File: config.mk
export PLATFORM = sky130hd
export DESIGN_NAME = lcd_frame_ctrl_flat
export DESIGN_NICKNAME = d
export VERILOG_FILES = /design/src/rtl/lcd_frame_ctrl_if.sv /design/src/rtl/lcd_frame_ctrl.sv /design/src/flat_wrapper.sv
export SDC_FILE = /design/constraint.sdc
export NUM_CORES = 1
export LEC_CHECK = 0
export BUFFER_PORTS_ARGS = -buffer_cell sky130_fd_sc_hd__clkbuf_2
export CORE_MARGIN = 1.5
export CORE_UTILIZATION = 50
export CTS_CLUSTER_DIAMETER = 120
export CTS_CLUSTER_SIZE = 25
export DETAILED_ROUTE_END_ITERATION = 16
export GPL_TIMING_DRIVEN = 1
export PLACE_DENSITY = 0.65
export SYNTH_ARGS = -nofsm -noshare
export SYNTH_HDL_FRONTEND = slang
export SYNTH_SLANG_ARGS = --single-unit
export TNS_END_PERCENT = 50
File: constraint.sdc
create_clock -name clk -period 11.8 [get_ports clk]
set_input_delay 1.18 -clock clk [delete_from_list [all_inputs] [get_ports clk]]
set_output_delay 1.18 -clock clk [all_outputs]
set_load 0.01 [all_outputs]
File: src/rtl/lcd_frame_ctrl_if.sv
// Character-write bus for lcd_frame_ctrl: one (row, col, char) write per cycle
// while wr_en is high; there is no backpressure.
interface lcd_frame_ctrl_if;
    logic       wr_en;
    logic [1:0] wr_row;
    logic [5:0] wr_col;
    logic [7:0] wr_char;

    modport master (output wr_en, wr_row, wr_col, wr_char);
    modport slave  (input  wr_en, wr_row, wr_col, wr_char);
endinterface

File: src/rtl/lcd_frame_ctrl.sv
// HD44780-style 8-bit character LCD controller with a ROWS x COLS frame buffer.
// Runs the power-up init sequence once, then refreshes the panel from the
// buffer in a loop: ROW_ADDR + COLS chars per row, followed by an idle gap.
// Optional feature macro: LCD_DIRTY_SKIP_EN -- when defined, the controller
// holds in the gap after a frame until the buffer has been written again.
module lcd_frame_ctrl #(
    parameter int unsigned COLS        = 16,
    parameter int unsigned ROWS        = 2,
    parameter int unsigned PWRUP_CYC   = 70,
    parameter int unsigned CMD_CYC     = 32,
    parameter int unsigned E_HIGH      = 4,
    parameter int unsigned CLR_CYC     = 200,
    parameter int unsigned REFRESH_CYC = 400
) (
    input  logic                clk,
    input  logic                rst,
    lcd_frame_ctrl_if.slave     wr,
    output logic                init_done,
    output logic                frame_done,
    output logic                lcd_e,
    output logic                lcd_rs,
    output logic                lcd_rw,
    output logic [7:0]          lcd_data
);

    localparam int unsigned RW = (ROWS > 1) ? $clog2(ROWS) : 1;
    localparam int unsigned CW = (COLS > 1) ? $clog2(COLS) : 1;

    localparam logic [15:0]   PWRUP_LAST = 16'(PWRUP_CYC - 1);
    localparam logic [15:0]   CMD_LAST   = 16'(CMD_CYC - 1);
    localparam logic [15:0]   CLR_LAST   = 16'(CLR_CYC - 1);
    localparam logic [15:0]   GAP_LAST   = 16'(REFRESH_CYC - 1);
    localparam logic [15:0]   E_LAST     = 16'(E_HIGH);
    localparam logic [RW-1:0] ROW_LAST   = RW'(ROWS - 1);
    localparam logic [CW-1:0] COL_LAST   = CW'(COLS - 1);

    typedef enum logic [2:0] {
        PWR_WAIT, FSET, DISP_ON, ENTRY, CLEAR, ROW_ADDR, CHAR, GAP
    } state_t;

    state_t        state_q;
    logic [15:0]   cnt_q;
    logic [15:0]   cnt_d;
    logic [15:0]   tx_last;
    logic [RW-1:0] row_q;
    logic [CW-1:0] col_q;
    logic          lcd_e_q;
    logic          lcd_rs_q;
    logic [7:0]    lcd_data_q;
    logic          init_done_q;
    logic          frame_done_q;
    logic          wr_ok;
    logic [7:0]    buf_q [ROWS][COLS];
`ifdef LCD_DIRTY_SKIP_EN
    logic          dirty_q;
`endif

    // Set DDRAM address command for the start of row r.
    function automatic logic [7:0] row_cmd(input logic [RW-1:0] r);
        logic [1:0] r2;
        r2 = 2'(r);
        case (r2)
            2'd0:    row_cmd = 8'h80;
            2'd1:    row_cmd = 8'h80 | 8'h40;
            2'd2:    row_cmd = 8'h80 | 8'(COLS);
            default: row_cmd = 8'h80 | (8'h40 + 8'(COLS));
        endcase
    endfunction

    // Write qualification, cycle counter increment and current transaction length.
    always_comb begin
        wr_ok   = wr.wr_en && ({1'b0, wr.wr_row} < 3'(ROWS)) && ({1'b0, wr.wr_col} < 7'(COLS));
        cnt_d   = cnt_q + 16'd1;
        tx_last = (state_q == CLEAR) ? CLR_LAST : CMD_LAST;
    end

    // Frame buffer: spaces after reset, one character per accepted write.
    always_ff @(posedge clk or posedge rst) begin
        if (rst) begin
            buf_q <= '{default: 8'h20};
        end else if (wr_ok) begin
            buf_q[wr.wr_row[RW-1:0]][wr.wr_col[CW-1:0]] <= wr.wr_char;
        end
    end

    // Sequencer: power-up wait, init commands, then row/char refresh with gaps.
    // Bus outputs are loaded on the edge that starts a transaction, so a
    // character byte is sampled from the buffer before a same-cycle write lands.
    always_ff @(posedge clk or posedge rst) begin
        if (rst) begin
            state_q      <= PWR_WAIT;
            cnt_q        <= '0;
            row_q        <= '0;
            col_q        <= '0;
            lcd_e_q      <= 1'b0;
            lcd_rs_q     <= 1'b0;
            lcd_data_q   <= '0;
            init_done_q  <= 1'b0;
            frame_done_q <= 1'b0;
`ifdef LCD_DIRTY_SKIP_EN
            dirty_q      <= 1'b0;
`endif
        end else begin
            frame_done_q <= 1'b0;
`ifdef LCD_DIRTY_SKIP_EN
            if (wr_ok) begin
                dirty_q <= 1'b1;
            end
`endif
            unique case (state_q)
                PWR_WAIT: begin
                    if (cnt_q == PWRUP_LAST) begin
                        state_q    <= FSET;
                        cnt_q      <= '0;
                        lcd_rs_q   <= 1'b0;
                        lcd_data_q <= 8'h38;
                    end else begin
                        cnt_q <= cnt_d;
                    end
                end
                GAP: begin
                    if (cnt_q == GAP_LAST) begin
`ifdef LCD_DIRTY_SKIP_EN
                        if (dirty_q || wr_ok) begin
                            state_q    <= ROW_ADDR;
                            cnt_q      <= '0;
                            row_q      <= '0;
                            lcd_rs_q   <= 1'b0;
                            lcd_data_q <= row_cmd(RW'(0));
                            dirty_q    <= 1'b0;
                        end
`else
                        state_q    <= ROW_ADDR;
                        cnt_q      <= '0;
                        row_q      <= '0;
                        lcd_rs_q   <= 1'b0;
                        lcd_data_q <= row_cmd(RW'(0));
`endif
                    end else begin
                        cnt_q <= cnt_d;
                    end
                end
                default: begin
                    if (cnt_q != tx_last) begin
                        cnt_q   <= cnt_d;
                        lcd_e_q <= (cnt_d <= E_LAST);
                        if (state_q == CHAR && row_q == ROW_LAST && col_q == COL_LAST &&
                            cnt_d == tx_last) begin
                            frame_done_q <= 1'b1;
                        end
                    end else begin
                        cnt_q   <= '0;
                        lcd_e_q <= 1'b0;
                        case (state_q)
                            FSET: begin
                                state_q    <= DISP_ON;
                                lcd_data_q <= 8'h0C;
                            end
                            DISP_ON: begin
                                state_q    <= ENTRY;
                                lcd_data_q <= 8'h06;
                            end
                            ENTRY: begin
                                state_q    <= CLEAR;
                                lcd_data_q <= 8'h01;
                            end
                            CLEAR: begin
                                state_q     <= ROW_ADDR;
                                init_done_q <= 1'b1;
                                row_q       <= '0;
                                lcd_data_q  <= row_cmd(RW'(0));
`ifdef LCD_DIRTY_SKIP_EN
                                dirty_q     <= 1'b0;
`endif
                            end
                            ROW_ADDR: begin
                                state_q    <= CHAR;
                                col_q      <= '0;
                                lcd_rs_q   <= 1'b1;
                                lcd_data_q <= buf_q[row_q][CW'(0)];
                            end
                            CHAR: begin
                                if (col_q == COL_LAST) begin
                                    col_q <= '0;
                                    if (row_q == ROW_LAST) begin
                                        state_q <= GAP;
                                        row_q   <= '0;
                                    end else begin
                                        state_q    <= ROW_ADDR;
                                        row_q      <= row_q + RW'(1);
                                        lcd_rs_q   <= 1'b0;
                                        lcd_data_q <= row_cmd(row_q + RW'(1));
                                    end
                                end else begin
                                    col_q      <= col_q + CW'(1);
                                    lcd_data_q <= buf_q[row_q][col_q + CW'(1)];
                                end
                            end
                            default: begin
                            end
                        endcase
                    end
                end
            endcase
        end
    end

    assign lcd_e      = lcd_e_q;
    assign lcd_rs     = lcd_rs_q;
    assign lcd_rw     = 1'b0;
    assign lcd_data   = lcd_data_q;
    assign init_done  = init_done_q;
    assign frame_done = frame_done_q;

endmodule

File: src/flat_wrapper.sv
// flat-port wrapper written by rule: the top's interface ports become plain ports
module lcd_frame_ctrl_flat 
#(
    parameter int unsigned COLS        = 16,
    parameter int unsigned ROWS        = 2,
    parameter int unsigned PWRUP_CYC   = 70,
    parameter int unsigned CMD_CYC     = 32,
    parameter int unsigned E_HIGH      = 4,
    parameter int unsigned CLR_CYC     = 200,
    parameter int unsigned REFRESH_CYC = 400
)
  (clk, rst, init_done, frame_done, lcd_e, lcd_rs, lcd_rw, lcd_data, wr_wr_en, wr_wr_row, wr_wr_col, wr_wr_char);
  lcd_frame_ctrl_if wr_i ();
  input  logic clk;
  input  logic rst;
  output logic init_done;
  output logic frame_done;
  output logic lcd_e;
  output logic lcd_rs;
  output logic lcd_rw;
  output logic [7:0] lcd_data;
  input wire logic [$bits(wr_i.wr_en)-1:0] wr_wr_en;
  input wire logic [$bits(wr_i.wr_row)-1:0] wr_wr_row;
  input wire logic [$bits(wr_i.wr_col)-1:0] wr_wr_col;
  input wire logic [$bits(wr_i.wr_char)-1:0] wr_wr_char;
  assign wr_i.wr_en = wr_wr_en;
  assign wr_i.wr_row = wr_wr_row;
  assign wr_i.wr_col = wr_wr_col;
  assign wr_i.wr_char = wr_wr_char;
  lcd_frame_ctrl #(.COLS(COLS), .ROWS(ROWS), .PWRUP_CYC(PWRUP_CYC), .CMD_CYC(CMD_CYC), .E_HIGH(E_HIGH), .CLR_CYC(CLR_CYC), .REFRESH_CYC(REFRESH_CYC)) u_core (.clk(clk), .rst(rst), .wr(wr_i), .init_done(init_done), .frame_done(frame_done), .lcd_e(lcd_e), .lcd_rs(lcd_rs), .lcd_rw(lcd_rw), .lcd_data(lcd_data));
endmodule
==> qor.txt, run 1 <==
num rows - 61
H-tree depth - 1
Max VDD drop - 68.56 uV
synth warn - 0
Crit Path Max Fanout - 46
commonest non-fill, non-tap cell in the layout - mux2_2
FF-to-FF End - u_core.lcd_data[4]
Critical Path AT - 3.78 ns
CTS clk-pin slew, worst paths - 0.11 ns
hold depth - 1
worst clock skew - 0.03086 ns
Hold Buf Count CTS - 0
Hold Path End - u_core.init_done
drt total wl - 31.44 mm
Die H - 171.1 um
GPL Wtd Cong - 0.7959
R2R Setup Slk - 8.42 ns
Total GRT Usage - 22.70%
worst hold margin - 0.4801 ns
first-pass GRT wire length - 50.00 mm
DP HPWL - 20.11 mm
RSZ-0062 raised after global routing - no
sequential share of the synthesized area - 51.99%
CP Launch Type - flop
kind of critical path - reg2reg
Max Slew Vio Count - 0
total grt overflow - 0
final worst path period need - 3.384 ns
via count - 8111
drt pass-1 iters - 4
reg-to-reg startpoint - u_core.row_q
max cap viols - 0
core area - 27780 um2
fin worst setup slack - 8.416 ns
top-area cell type share of the netlist area - 46.04%
DR WL/cell - 23.27 um
WP data required - 12.20 ns
worst-margin pin slew - 1.011 ns
Starting Density - 50.87%
worst reg2reg path depth - 6
num ports - 32
PostCTS Resize Cnt - 0
Area contributors post-synth - dfrtp_1 46%, mux2_2 21%, mux4_2 9.9%
ys async rst share - 100.0%
Synth Net Count - 1006
Fin Setup TNS - 0 ns
Die Wd - 171.1 um
share of layout cells above drive strength 1 - 44.19%
pin count of the biggest net entering global routing - 156
FF+latch count, synth - 292
filler cell count - 2367
LEAKAGE - 6.742 nW
area delta synth->final - 5.533%
initial antenna violation count - 0
Critical Path End Type - flop
DRT antenna net count - 0
final period utilization - 28.67%
Antenna Cells - 0
vias in the first global route - 8114
Post-CTS Setup Repair Bufs - 0
Yosys cell types - 56
CTS Buf Count - 15
IO Port Bufs - 30
status - finished, final reports clean
commonest cells after routing, fill and taps aside - 269 x mux2_2, 258 x dfrtp_1, 62 x mux4_2, 46 x nand2_1, 38 x nor2_1
Post-Syn Area - 14130 um2
Fin. Hold Viols - 0
die footprint - 29280 um2
TritonCTS Sinks - 292
CTS root buffer - clkbuf_16
Post-synth EDFFs - 0
number of DRC markers in iteration 0 - 573
post-route DRC violation count - 0
Mapped Cells - 982
final setup vio count - 0
post-synth top area cell - dfrtp_1
main flop type after synthesis - dfrtp_1
CTS tree - built
hold_sp - u_core.init_done
layout net count - 989
latest clock arrival within the worst-skew pair - 0.51 ns
maximum clock path buffer count - 3
Max Freq - 0.2955 GHz
Rel. slew slack - 32.35%
dpl ws - 8.314 ns
Mean Syn Cell Area - 14.39 um2
fin util - 53.68%
Hold WC Path Type - reg2reg
pwr/cell area - 117.2 nW/um2
vias per cell - 6.004
-- Yosys cell counts (3+ instances only) --
cell type  instances
nand3b_1           3
nor3b_1            3
mux2i_1           16
nor2_1            38
clkbuf_1          41
ha_1               5
nand2b_1           8
inv_1              8
or3_1              5
o21ai_0           11
o211ai_1           3
dfrtp_1          260
nand2_1           46
nor3_2             4
xnor2_1           10
nor2b_1            7
mux4_2            62
mux4_1            13
nand3_1           25
o32ai_1            3
a31oi_1           10
buf_1              4
o22ai_1            5
mux2_2           269
dfstp_2           32
and3_1             4
a21oi_1            7
nor3_1            14
xor2_1             9
buf_2             16
buf_4              5
nor4_1             6
-- stage by stage --
step           cells  power, mW  area (um2)
2_1_floorplan    982      1.162       14130
3_3_place_gp    1326      1.194       14500
3_5_place_dp    1326      1.198       14500
4_1_cts         1351      1.767       14910
5_1_grt         1351      1.816       14910
6_report        1351      1.748       14910
-- how the worst max path moves through the flow --
| stage | start | endpoint | slack [ns] |
|---|---|---|---|
| after floorplan | rst | u_core.buf_q[0] | 2.61 |
| after global placement | wr_wr_row[1] | u_core.buf_q[151] | 8.37 |
| after detailed placement | wr_wr_row[1] | u_core.buf_q[147] | 8.31 |
| after CTS | u_core.row_q | u_core.lcd_data[5] | 8.40 |
| after global routing | u_core.col_q[0] | u_core.lcd_data[6] | 8.23 |
| final | u_core.row_q | u_core.lcd_data[4] | 8.42 |
-- registers in the layout, summed over array words and instances, names as in the netlist --
register           flops
u_core.lcd_data        8
u_core.cnt_q          16
u_core.col_q           4
u_core.state_q         3
u_core.lcd_rs          1
u_core.init_done       1
u_core.frame_done      1
u_core.row_q           1
u_core.lcd_e           1
u_core.buf_q         256
-- power by group --
| group | internal [mW] | switching, mW | total [mW] |
|---|---|---|---|
| sequential | 1.05 | 0.0202 | 1.07 |
| combinational | 0.0518 | 0.0585 | 0.110 |
| clock | 0.244 | 0.328 | 0.571 |
| total | 1.34 | 0.406 | 1.75 |
-- cell families after synthesis --
| kind of cell | count (synthesis) | synth area share (%) |
|---|---|---|
| adder cells (fa/ha/maj) | 5 | 0.4427 |
| multiplexers | 360 | 34.87 |
| XOR/XNOR | 20 | 1.372 |
| AO/OA/AOI/OAI | 51 | 2.337 |
| AND/OR/NAND/NOR | 176 | 6.463 |
| other | 1 | 0.02653 |
| flip-flops | 292 | 51.99 |
| buffers and inverters | 77 | 2.506 |
-- critical path: stages, from the launching register on --
cell and delay, ns:
dfrtp_4 0.78, buf_4 0.73, mux4_2 0.62, mux4_2 0.51, mux2i_1 0.19, o32ai_1 0.09
mux2_2 0.28
-- layout make-up --
type | instances | area [um2] | share of cell area [%]
clock buffer | 24 | 409.1 | 2.743
sequential | 292 | 7352 | 49.30
timing repair buffer | 35 | 200.2 | 1.342
tap | 378 | 473.0 | 3.171
multi-input combinational | 613 | 6434 | 43.14
inverter | 8 | 37.54 | 0.2517
clock inverter | 1 | 8.758 | 0.05872
-- metal layers --
metal,GRT usage (%),routed length [um]
met5,0,0
met4,4.157,377
met3,2.568,911
met2,35.10,14640
met1,34.93,15510
(Power assumes the default switching activity.)
==> run 2, diff against run 1 <==
==> constraint.sdc (replaced) <==
create_clock -name clk -period 3.4 [get_ports clk]
set_input_delay 0.34 -clock clk [delete_from_list [all_inputs] [get_ports clk]]
set_output_delay 0.34 -clock clk [all_outputs]
set_load 0.01 [all_outputs]
==> run 2 against run 1 <==
Against the previous run:
- clock power grew to 3.5 times the previous value
- clock skew shrank 0.013 ns
- combinational power grew to 3.6 times the previous value
- critical path depth grew 1
- fmax grew 17%
- count of clock-buffer cells in the layout shrank 1
- sequential share of layout area shrank 1.0 points
- worst setup slack lost 7.9 ns
- die area is the same
- sequential cell count is the same
- routed wire length grew 3.4%
- design area grew 2.2%
- critical path type unchanged
==> qor.txt, run 2 (synthesis results as in run 1) <==
R2R Setup Slk - 0.51 ns (was 8.42 ns)
FF-to-FF End - u_core.lcd_data[3] (was u_core.lcd_data[4])
Hold Buf Count CTS - 1 (was 0)
drt pass-1 iters - 7 (was 4)
TritonCTS Sinks - 292 (unchanged)
met2 GRT Util - 37.45% (was 35.10%)
Critical Path End Type - flop (unchanged)
via count - 8293 (was 8111)
Max Freq - 0.3457 GHz (was 0.2955 GHz)
global route hottest layer - met2 (unchanged)
largest register by flop count - u_core.buf_q (unchanged)
final period utilization - 85.08% (was 28.67%)
RSZ-0062 raised after global routing - no (unchanged)
DRT antenna net count - 0 (unchanged)
met1 Use GR - 35.68% (was 34.93%)
Critical Path AT - 3.28 ns (was 3.78 ns)
final worst path period need - 2.893 ns (was 3.384 ns)
Post-DP Area - 14810 um2 (was 14500 um2)
LEAKAGE - 6.929 nW (was 6.742 nW)
num ports - 32 (unchanged)
Final Cell Area - 15240 um2 (was 14910 um2)
GPL Wtd Cong - 0.8110 (was 0.7959)
Antenna Cells - 0 (unchanged)
CTS root buffer - clkbuf_16 (unchanged)
CTS clk-pin slew, worst paths - 0.11 ns (about the same)
drt total wl - 32.51 mm (was 31.44 mm)
reg-to-reg startpoint - u_core.col_q[0] (was u_core.row_q)
share of layout cells above drive strength 1 - 45.92% (was 44.19%)
PostCTS Resize Cnt - 0 (unchanged)
commonest cells after routing, fill and taps aside - 269 x mux2_2, 258 x dfrtp_1, 62 x mux4_2, 46 x nand2_1, 38 x nor2_1 (unchanged)
Crit Path Max Fanout - 16 (was 46)
worst clock skew - 0.01788 ns (was 0.03086 ns)
vias per cell - 6.001 (was 6.004)
pin count of the biggest net entering global routing - 83 (was 156)
total grt overflow - 0 (unchanged)
CTS tree - built (unchanged)
num rows - 61 (unchanged)
number of DRC markers in iteration 0 - 668 (was 573)
commonest non-fill, non-tap cell in the layout - mux2_2 (unchanged)
maximum clock path buffer count - 3 (unchanged)
worst reg2reg path depth - 7 (was 6)
Die H - 171.1 um (unchanged)
Total GRT Usage - 23.73% (was 22.70%)
core area - 27780 um2 (unchanged)
Starting Density - 50.87% (unchanged)
initial antenna violation count - 0 (unchanged)
max cap viols - 0 (unchanged)
WP data required - 3.79 ns (was 12.20 ns)
M3 GR Usage - 2.915% (was 2.568%)
Die Wd - 171.1 um (unchanged)
Rel. slew slack - 43.08% (was 32.35%)
die footprint - 29280 um2 (unchanged)
area delta synth->final - 7.827% (was 5.533%)
Fin. Hold Viols - 0 (unchanged)
vias in the first global route - 8619 (was 8114)
latest clock arrival within the worst-skew pair - 0.50 ns (was 0.51 ns)
status - finished, final reports clean (unchanged)
Hold WC Path Type - in2async (was reg2reg)
DR WL/cell - 23.52 um (was 23.27 um)
kind of critical path - reg2reg (unchanged)
first-pass GRT wire length - 52.24 mm (was 50.00 mm)
CTS Buf Count - 15 (unchanged)
final setup vio count - 0 (unchanged)
Max Slew Vio Count - 0 (unchanged)
pwr/cell area - 398.3 nW/um2 (was 117.2 nW/um2)
Max VDD drop - 245.0 uV (was 68.56 uV)
total power - 6.070 mW (was 1.748 mW)
worst-margin pin slew - 0.8537 ns (was 1.011 ns)
IO Port Bufs - 30 (unchanged)
DP HPWL - 21.34 mm (was 20.11 mm)
CP Launch Type - flop (unchanged)
max reg flops - 256 (unchanged)
layout net count - 1020 (was 989)
H-tree depth - 1 (unchanged)
Post-CTS Setup Repair Bufs - 0 (unchanged)
post-route DRC violation count - 0 (unchanged)
run 2: cell types whose count changed in the layout (fill, tap and decap cells not counted), sizes merged:
cell	change
clkbuf	-1
buf	+30
dlygate4sd3	+1
clkinvlp	+1
run 2: where the power goes:
group	total (mW)	internal [mW]	switching, mW	leakage, nW
clock network	1.97	0.847	1.13	0.203
logic	0.392	0.192	0.201	2.82
registers	3.70	3.63	0.0746	3.90
total	6.07	4.67	1.40	6.93
run 2: layer usage:
| layer | share of wire, % | vias up | wire, um |
|---|---|---|---|
| met5 | 0 | - | 0 |
| met4 | 1.6 | 0 | 523 |
| li1 | - | 3662 | - |
| met1 | 48 | 4416 | 15450 |
| met3 | 4.2 | 35 | 1373 |
| met2 | 47 | 180 | 15160 |
run 2: final cells by class:
cell class	count	area, um2
multi-input combinational	613	6434
tap	378	473.0
clock buffer	23	405.4
sequential	292	7352
clock inverter	2	17.52
timing repair buffer	66	523.0
inverter	8	33.78
fill	2323	12540
run 2: critical path, stage by stage (launching register included):
cell	delay, ns
dfrtp_2	0.44
ha_2	0.64
buf_12	0.24
mux4_2	0.52
mux4_2	0.48
nand2_1	0.09
a31oi_1	0.08
mux2_2	0.26
run 2: worst max path at each step:
stage	startpoint	endpoint	depth (start not counted)
after floorplan	rst	u_core.buf_q[0]	1
after global placement	u_core.col_q[0]	u_core.lcd_data[2]	7
after detailed placement	u_core.col_q[0]	u_core.lcd_data[3]	7
after CTS	u_core.col_q[0]	u_core.lcd_data[3]	7
after global routing	u_core.col_q[0]	u_core.lcd_data[3]	7
final	u_core.col_q[0]	u_core.lcd_data[3]	7
run 2: through the flow:
step                setup TNS (ns)  instances  setup WS, ns  utilization, %  hold slack [ns]
floorplan                  -205.15        982       -0.7890               -           0.4670
global placement                 0       1356        0.5479           53.29           0.4599
detailed placement               0       1356        0.5043           53.29           0.4793
CTS                              0       1382        0.4734           54.85           0.4942
global route                     0       1382        0.3548           54.85           0.5178
finish                           0       1382        0.5071           54.85           0.4833
==> run 3, diff against run 2 <==
--- a/config.mk
+++ b/config.mk
@@ -6,6 +6,7 @@
 export NUM_CORES = 1
 export LEC_CHECK = 0
 export BUFFER_PORTS_ARGS = -buffer_cell sky130_fd_sc_hd__clkbuf_2
+export CORE_ASPECT_RATIO = 0.75
 export CORE_MARGIN = 1.5
 export CORE_UTILIZATION = 50
 export CTS_CLUSTER_DIAMETER = 120
==> run 3 against run 2 <==
Against the previous run:
- first-iteration DRC count fell by 4.8%
- die area barely moved
- register-to-register slack got worse by 0.12 ns
- clock power barely moved
- core utilization fell by 0.38 points
- critical path depth did not move
- clock skew rose by 0.0023 ns
- worst setup slack got worse by 0.12 ns
- sequential power barely moved
- largest cell class unchanged
- largest power group unchanged
- highest routed layer unchanged
==> qor.txt, run 3 (synthesis results as in run 1) <==
via count - 8338 (was 8293)
commonest non-fill, non-tap cell in the layout - mux2_2 (unchanged)
Max VDD drop - 237.3 uV (was 245.0 uV)
post-route DRC violation count - 0 (unchanged)
GPL Wtd Cong - 0.8225 (was 0.8110)
worst path cell trace - ha_2 -> buf_4 -> mux4_2 -> mux4_2 -> nand2_1 -> a31oi_1 -> mux2_2 (was ha_2 -> buf_12 -> mux4_2 -> mux4_2 -> nand2_1 -> a31oi_1 -> mux2_2)
PostCTS Resize Cnt - 0 (unchanged)
DP HPWL - 21.83 mm (was 21.34 mm)
Total GRT Usage - 23.39% (was 23.73%)
commonest cells after routing, fill and taps aside - 269 x mux2_2, 258 x dfrtp_1, 62 x mux4_2, 46 x nand2_1, 38 x nor2_1 (unchanged)
pin count of the biggest net entering global routing - 128 (was 83)
H-tree depth - 1 (unchanged)
Crit path max-delay family - multiplexers (unchanged)
fin worst setup slack - 0.3831 ns (was 0.5071 ns)
kind of critical path - reg2reg (unchanged)
Critical Path AT - 3.41 ns (was 3.28 ns)
final worst path period need - 3.017 ns (was 2.893 ns)
Rel. slew slack - 41.96% (was 43.08%)
DR WL/cell - 23.43 um (was 23.52 um)
core area - 27920 um2 (was 27780 um2)
WP buf/inv - 1 (unchanged)
layout net count - 1021 (was 1020)
CTS tree - built (unchanged)
die footprint - 29290 um2 (was 29280 um2)
Die H - 148.6 um (was 171.1 um)
TritonCTS Sinks - 292 (unchanged)
FF-to-FF End - u_core.lcd_data[2] (was u_core.lcd_data[3])
worst-margin pin slew - 0.8674 ns (was 0.8537 ns)
drt total wl - 32.55 mm (was 32.51 mm)
number of DRC markers in iteration 0 - 636 (was 668)
final setup vio count - 0 (unchanged)
num rows - 53 (was 61)
LEAKAGE - 6.915 nW (was 6.929 nW)
worst hold margin - 0.4433 ns (was 0.4833 ns)
Starting Density - 50.62% (was 50.87%)
largest register by flop count - u_core.buf_q (unchanged)
max cap viols - 0 (unchanged)
worst reg2reg path depth - 7 (unchanged)
Slowest cell on crit path - ha_2 (unchanged)
reg-to-reg startpoint - u_core.col_q[0] (unchanged)
CP most frequent cell - mux4_2 (unchanged)
initial antenna violation count - 2 (was 0)
CTS clk-pin slew, worst paths - 0.10 ns (was 0.11 ns)
vias in the first global route - 8277 (was 8619)
WP data required - 3.79 ns (about the same)
status - finished, final reports clean (unchanged)
drt pass-1 iters - 5 (was 7)
RSZ-0062 raised after global routing - no (unchanged)
final std cells w/o fill - 1389 (was 1382)
final period utilization - 88.73% (was 85.08%)
Final Cell Area - 15210 um2 (was 15240 um2)
Fin. Hold Viols - 0 (unchanged)
num ports - 32 (unchanged)
Hold WC Path Type - in2async (unchanged)
CTS root buffer - clkbuf_16 (unchanged)
M3 GR Usage - 3.537% (was 2.915%)
Crit path largest cell delay - 0.62 ns (was 0.64 ns)
Crit Path Max Fanout - 14 (was 16)
met1 Use GR - 38.37% (was 35.68%)
met2 GRT Util - 33.43% (was 37.45%)
CP Launch Type - flop (unchanged)
Max Slew Vio Count - 0 (unchanged)
IO Port Bufs - 30 (unchanged)
R2R Setup Slk - 0.38 ns (was 0.51 ns)
maximum clock path buffer count - 3 (unchanged)
CTS Buf Count - 15 (unchanged)
worst clock skew - 0.02016 ns (was 0.01788 ns)
Fin Setup TNS - 0 ns (unchanged)
max reg flops - 256 (unchanged)
Post-DP Area - 14780 um2 (was 14810 um2)
vias per cell - 6.003 (was 6.001)
dpl ws - 0.3361 ns (was 0.5043 ns)
Critical Path End Type - flop (unchanged)
share of layout cells above drive strength 1 - 45.96% (was 45.92%)
DRT antenna net count - 0 (unchanged)
DP Cell Count - 1364 (was 1356)
area delta synth->final - 7.605% (was 7.827%)
Max Freq - 0.3315 GHz (was 0.3457 GHz)
global route hottest layer - met1 (was met2)
latest clock arrival within the worst-skew pair - 0.50 ns (about the same)
Die Wd - 197.1 um (was 171.1 um)
first-pass GRT wire length - 51.77 mm (was 52.24 mm)
pwr/cell area - 397.4 nW/um2 (was 398.3 nW/um2)
total grt overflow - 0 (unchanged)
Post-CTS Setup Repair Bufs - 0 (unchanged)
[run 3: changes by cell type in the layout (fill, tap and decap cells not counted), sizes merged]
cell    previous run  this run
clkbuf            53        52
buf               35        36
diode              0         1
inv                9         8
[run 3: cell type report]
cell class / count / area [um2]
repair buffers: 67 / 493.0
clock inverters: 1 / 8.758
inverters: 8 / 33.78
fillers: 2302 / 12710
well taps: 385 / 481.7
flip-flops and latches: 292 / 7352
clock buffers: 22 / 401.6
diodes: 1 / 2.502
multi-input cells: 613 / 6434
[run 3: tightest hold or removal path: stages]
cell	delay, ns
dlygate4sd3_1	0.53
clkbuf_2	0.12
clkinvlp_4	0.40
[run 3: power breakdown]
group | switching (mW) | total (mW) | internal [mW]
logic | 0.205 | 0.393 | 0.188
registers | 0.0769 | 3.71 | 3.63
clock network | 1.11 | 1.94 | 0.836
[run 3: metal layers]
layer	vias up	share of wire, %	routed length, um
met5	-	0	0
met4	0	1.1	357
met3	27	5.7	1857
met2	207	43	14030
met1	4439	50	16310
li1	3665	-	-
[run 3: how the worst max path moves through the flow]
stage	start	endpoint	slack [ns]	depth (start not counted)
6_report	u_core.col_q[0]	u_core.lcd_data[2]	0.38	7
5_1_grt	u_core.col_q[1]	u_core.lcd_data[0]	0.21	8
4_1_cts	u_core.col_q[0]	u_core.lcd_data[2]	0.33	7
3_5_place_dp	u_core.col_q[0]	u_core.lcd_data[2]	0.34	7
3_3_place_gp	u_core.col_q[0]	u_core.lcd_data[2]	0.43	7
2_1_floorplan	rst	u_core.buf_q[0]	-0.79	1
[run 3: repair_timing]
action / in CTS / in global routing
setup endpoints to repair: 0 / 0
hold buffers: 1 / 0
endpoints found under the hold margin: 20 / 0
[run 3: per-stage QoR]
step | util, % | power, mW
CTS | 54.46 | 6.114
global placement | 52.96 | 4.155
global route | 54.46 | 6.288
floorplan | - | 4.035
finish | 54.47 | 6.043
detailed placement | 52.96 | 4.170
